==> config.mk <==
export PLATFORM = sky130hd
export DESIGN_NAME = return_address_stack
export DESIGN_NICKNAME = d
export VERILOG_FILES = /design/src/rtl/return_address_stack.sv
export SDC_FILE = /design/constraint.sdc
export NUM_CORES = 1
export LEC_CHECK = 0
export ABC_AREA = 1
export CORE_ASPECT_RATIO = 1.1
export CORE_MARGIN = 2
export CORE_UTILIZATION = 40
export DETAILED_ROUTE_END_ITERATION = 10
export DONT_BUFFER_PORTS = 1
export HOLD_SLACK_MARGIN = 0.15
export SYNTH_ARGS = -nofsm -noshare
export SYNTH_HDL_FRONTEND = slang
export SYNTH_SLANG_ARGS = --single-unit
export TNS_END_PERCENT = 1
==> constraint.sdc <==
create_clock -name clk -period 6.8 [get_ports clk]
set_input_delay 1.02 -clock clk [delete_from_list [all_inputs] [get_ports clk]]
set_output_delay 1.02 -clock clk [all_outputs]
set_load 0.01 [all_outputs]
==> src/rtl/return_address_stack.sv <==
// return_address_stack: circular return-address stack for fetch-stage return prediction,
// with checkpoint outputs and backend restore on misprediction.
module return_address_stack #(
    parameter int DEPTH = 8,
    parameter int PTR_W = 3
) (
    input  logic             clk,
    input  logic             resetn,
    input  logic             push_en,
    input  logic [31:0]      push_addr,
    input  logic             pop_en,
    output logic [31:0]      top_addr,
    output logic             top_valid,
    output logic [PTR_W-1:0] ckpt_ptr,
    output logic [PTR_W:0]   ckpt_count,
    input  logic             recover_en,
    input  logic [PTR_W-1:0] recover_ptr,
    input  logic [PTR_W:0]   recover_count,
    input  logic             recover_top_wr,
    input  logic [31:0]      recover_top_addr,
    output logic             overflow,
    output logic             underflow
);
    localparam logic [PTR_W:0] full_count = (PTR_W+1)'(DEPTH);

    logic [31:0]      entry [DEPTH];
    logic [PTR_W-1:0] tos_ptr;
    logic [PTR_W:0]   count;
    logic [PTR_W-1:0] next_ptr;
    logic [PTR_W-1:0] prev_ptr;

    assign next_ptr   = tos_ptr + 1'b1;
    assign prev_ptr   = tos_ptr - 1'b1;
    assign top_valid  = count != '0;
    assign top_addr   = top_valid ? entry[tos_ptr] : 32'd0;
    assign ckpt_ptr   = tos_ptr;
    assign ckpt_count = count;

    always_ff @(posedge clk or negedge resetn) begin
        if (!resetn) begin
            for (int i = 0; i < DEPTH; i++) entry[i] <= 32'd0;
            tos_ptr   <= PTR_W'(DEPTH - 1);
            count     <= '0;
            overflow  <= 1'b0;
            underflow <= 1'b0;
        end else begin
            overflow  <= 1'b0;
            underflow <= 1'b0;
            if (recover_en) begin
                tos_ptr <= recover_ptr;
                count   <= (recover_count > full_count) ? full_count : recover_count;
                if (recover_top_wr) entry[recover_ptr] <= recover_top_addr;
            end else if (push_en && pop_en && top_valid) begin
                // return then call: the popped slot is immediately reused
                entry[tos_ptr] <= push_addr;
            end else if (push_en) begin
                tos_ptr         <= next_ptr;
                entry[next_ptr] <= push_addr;
                if (count == full_count) overflow <= 1'b1;
                else count <= count + 1'b1;
            end else if (pop_en) begin
                if (top_valid) begin
                    tos_ptr <= prev_ptr;
                    count   <= count - 1'b1;
                end else begin
                    underflow <= 1'b1;
                end
            end
        end
    end
endmodule

Yosys cells after proc, flatten, opt, wreduce, memory -nomap -nowiden --
Cells that the tools add are included.
Word-level totals: output and inout bits 42, logic and storage cells 80, register bits after elaboration 265, bits of input ports 77
Operators by class: mux-type cells 38, order comparisons 7, bitwise gates (word level) 3, reductions and logical operators 12, add/subtract/negate cells 4, equality and inequality tests 4
Operators with widths (number):
- 256-bit 2-to-1 mux | 4
- 256-bit bitwise mux | 3
- 32-bit demux with 3-bit select | 3
- 32-bit 2-to-1 mux | 6
- 32-bit binary-select mux with 3-bit select | 1
- 4-bit 2-to-1 mux | 7
- 3-bit 2-to-1 mux | 5
- 4-bit >= comparator (second input constant) | 3
- 4-bit by 1-bit less-than comparator with 1-bit output (second input constant) | 3
- 3-bit NOT with 4-bit output | 3
- 1-bit 2-to-1 mux | 9
- 3-bit nonzero test | 3
- 1-bit logical AND | 5
- 4-bit by 1-bit adder with 4-bit output (second input constant) | 1
- 4-bit == test (second input constant) | 1
- 4-bit > comparator (second input constant) | 1
- 4-bit AND reduction | 1
- 4-bit nonzero test | 1
- 4-bit by 1-bit subtractor with 4-bit output (second input constant) | 1
- 3-bit by 1-bit adder with 3-bit output (second input constant) | 1
- 3-bit inequality test (second input constant) | 1
- 3-bit AND reduction | 1
- 3-bit by 1-bit subtractor with 3-bit output (second input constant) | 1
- 2-bit by 1-bit inequality test with 1-bit output (second input constant) | 1
- 2 further kinds | 2

Depth between registers and ports, before layout --
word-level depth 10, mapped depth 13, mapped depth without buffers 10

Worst setup path after synthesis --
OpenSTA, ideal clock, no wires.
kind register to output, start point register tos_ptr[0] (netlist: ckpt_ptr[0]), end point output top_addr[22], slack 4.188 ns, arrival time 1.592 ns, stages on the path, launching flop included 8, path buffers 3, cell sequence dfstp_2 > buf_4 > buf_2 > buf_2 > nand2_1 > a21oi_1 > o21ai_0 > a21oi_1
Between the ends: longest elaborated chain between the ends 5
Ends and longest elaborated chain:
- start: declaration | RTL line 27 | logic [PTR_W-1:0] tos_ptr;
- start signal: assignment | RTL line 42 | tos_ptr <= PTR_W'(DEPTH - 1);
- start signal: assignment | RTL line 50 | tos_ptr <= recover_ptr;
- start signal: assignment | RTL line 57 | tos_ptr <= next_ptr;
- 3-bit NOT with 4-bit output (not written as such) | RTL line 35 | assign top_addr = top_valid ? entry[tos_ptr] : 32'd0;
- 32-bit binary-select mux with 3-bit select | RTL line 35
- 32-bit 2-to-1 mux (not written as such) (2 in a row) | RTL line 35
- 32-bit 2-to-1 mux | RTL line 35
- end: declaration | RTL line 12 | output logic [31:0] top_addr,
No other way between the ends. The select of a mux whose other input is x is not followed.

Worst setup path after layout --
start point register tos_ptr[0] (netlist: ckpt_ptr[0]), end point output top_addr[4]
Same word-level chain as after synthesis.

==> results.sh <==
export IMPL_cp_required_ns=5.78
export IMPL_synth_cell_types=30
export IMPL_hold_buffers=3
export IMPL_totalWireLength_um=73600
export IMPL_numCtsBuffers=31
export IMPL_cp_num_cells=8
export IMPL_critPathLaunch="ckpt_ptr[0]"
export IMPL_via_count=19200
export IMPL_wl_per_cell_um=21.2
export IMPL_hold_path_class="primary input to async pin"
export IMPL_dp_final_hpwl_um=39700
export IMPL_setup_tns_final_ns=0
export IMPL_synth_edff_count=0
export IMPL_setup_violations_final=0
export IMPL_yosys_most_used_dff="dfrtp_1"
export IMPL_crit_path_end="top_addr[4]"
export IMPL_area_growth_synth_to_final_pct=5.27
export IMPL_drcViolationCount=0
export IMPL_synthCells=2992
export IMPL_ir_worst_vdd_v=0.000314
export IMPL_drive_gt1_share_pct=4.43
export IMPL_crit_family="buffers and inverters"
export IMPL_power_density_nw_per_um2=319
export IMPL_gr_total_overflow=0
export IMPL_post_cts_buffers=0
export IMPL_grt_usage_pct=31.5
export IMPL_path_clk_slew_ns=0.06
export IMPL_hold_viol=0
export IMPL_total_leakage_power_nw=11.1
export IMPL_cp_common_cell="nand2_1"
export IMPL_place_congestion=0.854
export IMPL_rsz0062_at_grt="false"
export IMPL_whs_ns=0.176
export IMPL_tightest_slew_ns=1.29
export IMPL_ff2ff_path_depth=11
export IMPL_yosys_warnings=0
export IMPL_slew_limit_headroom_pct=13.6
export IMPL_nets=2949
export IMPL_mostFrequentLayoutCells="nand2_1 (1802), dfrtp_1 (262), inv_1 (209)"
export IMPL_avgSynthCellArea_um2=6.04
export IMPL_finClkSkew_ns=0.0142
export IMPL_worst_setup_path_type="register to primary output"
export IMPL_async_reset_ff_share_pct=100
export IMPL_coreArea_um2=44500
export IMPL_grt_pass1_wl_um=111000
export IMPL_rows=81
export IMPL_grt_pass1_vias=18000
export IMPL_critPathSlowestCell="buf_4"
export IMPL_netlist_area_um2=18100
export IMPL_drt_iter0_markers=2325
export IMPL_drv_cap=0
export IMPL_cts_repair_resized=0
export IMPL_path_max_fanout=72
export IMPL_antenna_found_initial=1
export IMPL_r2r_start="ckpt_ptr[0]"
export IMPL_min_period_ns=4.70
export IMPL_ys_seq_elements=265
export IMPL_start_util_pct=40.6
export IMPL_fin_cells=3472
export IMPL_path_buf_inv=3
export IMPL_root_buffer="clkbuf_16"
export IMPL_die_h_um=227
export IMPL_place_inst=3411
export IMPL_r2r_slack_ns=2.57
export IMPL_h_tree_depth=1
export IMPL_crit_arrival_ns=3.68
export IMPL_end_kind="primary output"
export IMPL_clockBufferDepth=3
export IMPL_cts_tree="built"
export IMPL_cts_sinks=265
export IMPL_seqCellArea_um2=6640
export IMPL_status="complete, no violations"
export IMPL_n_fill_cell=4725
export IMPL_yosysSeqAreaShare_pct=36.7
export IMPL_final_common_cell="nand2_1"
export IMPL_startpoint_type="register"
export IMPL_cp_cell_sequence="clkinv_2 -> buf_4 -> nand3_1 -> inv_1 -> nand2_1 -> nand2_1 -> nor2_1 -> a21oi_1"
export IMPL_slew_viol_final=0
export IMPL_synth_nets=3074
export IMPL_finalCritPeriodShare_pct=69.1
export IMPL_die_area_um2=46900
export IMPL_cp_slowest_stage_delay_ns=0.78
export IMPL_reg2reg_to="entry[84]"
export IMPL_drt_pass1_iterations=6
export IMPL_num_io_pins=119
export IMPL_clk_latency_ns=0.59
export IMPL_final_antenna_net_count=0
export IMPL_multi_input_area_um2=9600
export IMPL_grt_max_degree=187
export IMPL_max_clock_freq_ghz=0.213
export IMPL_route_detailed_vias_per_inst=5.52
export IMPL_numPortBuffers=0
export IMPL_die_w_um=207
==> Yosys cell counts, types with 6 or more instances <==
cell type / n / share of area (%)
inv_1: 214 / 4.4
buf_4: 28 / 1.2
clkbuf_1: 45 / 0.93
buf_2: 84 / 2.3
nand3_1: 183 / 5.1
nor2_4: 8 / 0.50
buf_6: 18 / 1.1
buf_1: 6 / 0.12
o22ai_1: 11 / 0.38
nor2_1: 58 / 1.2
nand2_1: 1809 / 38
a21oi_1: 141 / 3.9
o21ai_0: 60 / 1.7
o21ai_1: 10 / 0.28
dfrtp_1: 262 / 36
nand3_2: 18 / 1.0
==> where the power goes <==
| part | internal [mW] | total [mW] | switching (mW) |
|---|---|---|---|
| Combinational | 0.477 | 2.21 | 1.74 |
| Clock | 1.01 | 1.73 | 0.720 |
| Sequential | 1.90 | 2.13 | 0.227 |
| Total | 3.38 | 6.07 | 2.68 |
==> stage by stage <==
step / utilization, % / area [um2] / power, mW / worst slack (ns)
2_1_floorplan: - / 18100 / 3.59 / 4.19
3_3_place_gp: 40.3 / 17900 / 4.23 / 2.77
3_5_place_dp: 40.3 / 17900 / 4.27 / 2.68
4_1_cts: 42.7 / 19000 / 6.00 / 2.17
5_1_grt: 42.8 / 19000 / 6.34 / 1.92
6_report: 42.8 / 19000 / 6.07 / 2.10
==> cell families after synthesis <==
kind of cell	after synthesis	synth area share [%]
compound gates	223	6.27
xor+xnor	4	0.194
simple gates	2094	46.2
flops	265	36.7
buf+inv	401	10.3
fa+ha+maj	5	0.388
==> per-layer routing <==
metal | vias up | wire [um] | track usage, %
li1 | 8847 | - | -
met1 | 9041 | 30000 | 42.5
met2 | 1071 | 32500 | 48.7
met3 | 201 | 7960 | 6.55
met4 | 0 | 3090 | 13.8
met5 | - | 0 | 0
==> layout make-up <==
cell class / count / share of cell area, %
sequential: 265 / 34.9
multi-input combinational: 2326 / 50.5
clock buffer: 47 / 4.87
clock inverter: 9 / 0.520
timing repair buffer: 23 / 1.05
antenna: 1 / 0.0132
inverter: 220 / 4.37
tap: 581 / 3.82
==> worst register-to-register path, stage by stage, from the launching register on <==
cell	delay [ns]
dfstp_4	1.06
buf_4	0.84
ha_1	0.36
nand2_1	0.08
nand2_2	0.14
nand3_1	0.12
nand2_1	0.81
buf_4	0.38
nand3_1	0.12
nand2_1	0.11
nand2_1	0.06
nand2_1	0.09
==> flip-flops by register name, summed over array words and instances, names as in the netlist <==
register	count
entry	256
ckpt_count	4
ckpt_ptr	3
overflow	1
underflow	1
==> how the worst min path moves through the flow <==
stage          startpoint         end  slack [ns]  cells after the start
4_1_cts            resetn   entry[42]        0.15                      0
3_5_place_dp    entry[66]   entry[66]        0.46                      2
5_1_grt            resetn   entry[46]        0.15                      0
2_1_floorplan  entry[132]  entry[132]        0.45                      2
3_3_place_gp    entry[51]   entry[51]        0.46                      2
6_report           resetn   entry[46]        0.18                      0
No activity file was read; power rests on OpenSTA's default activity.
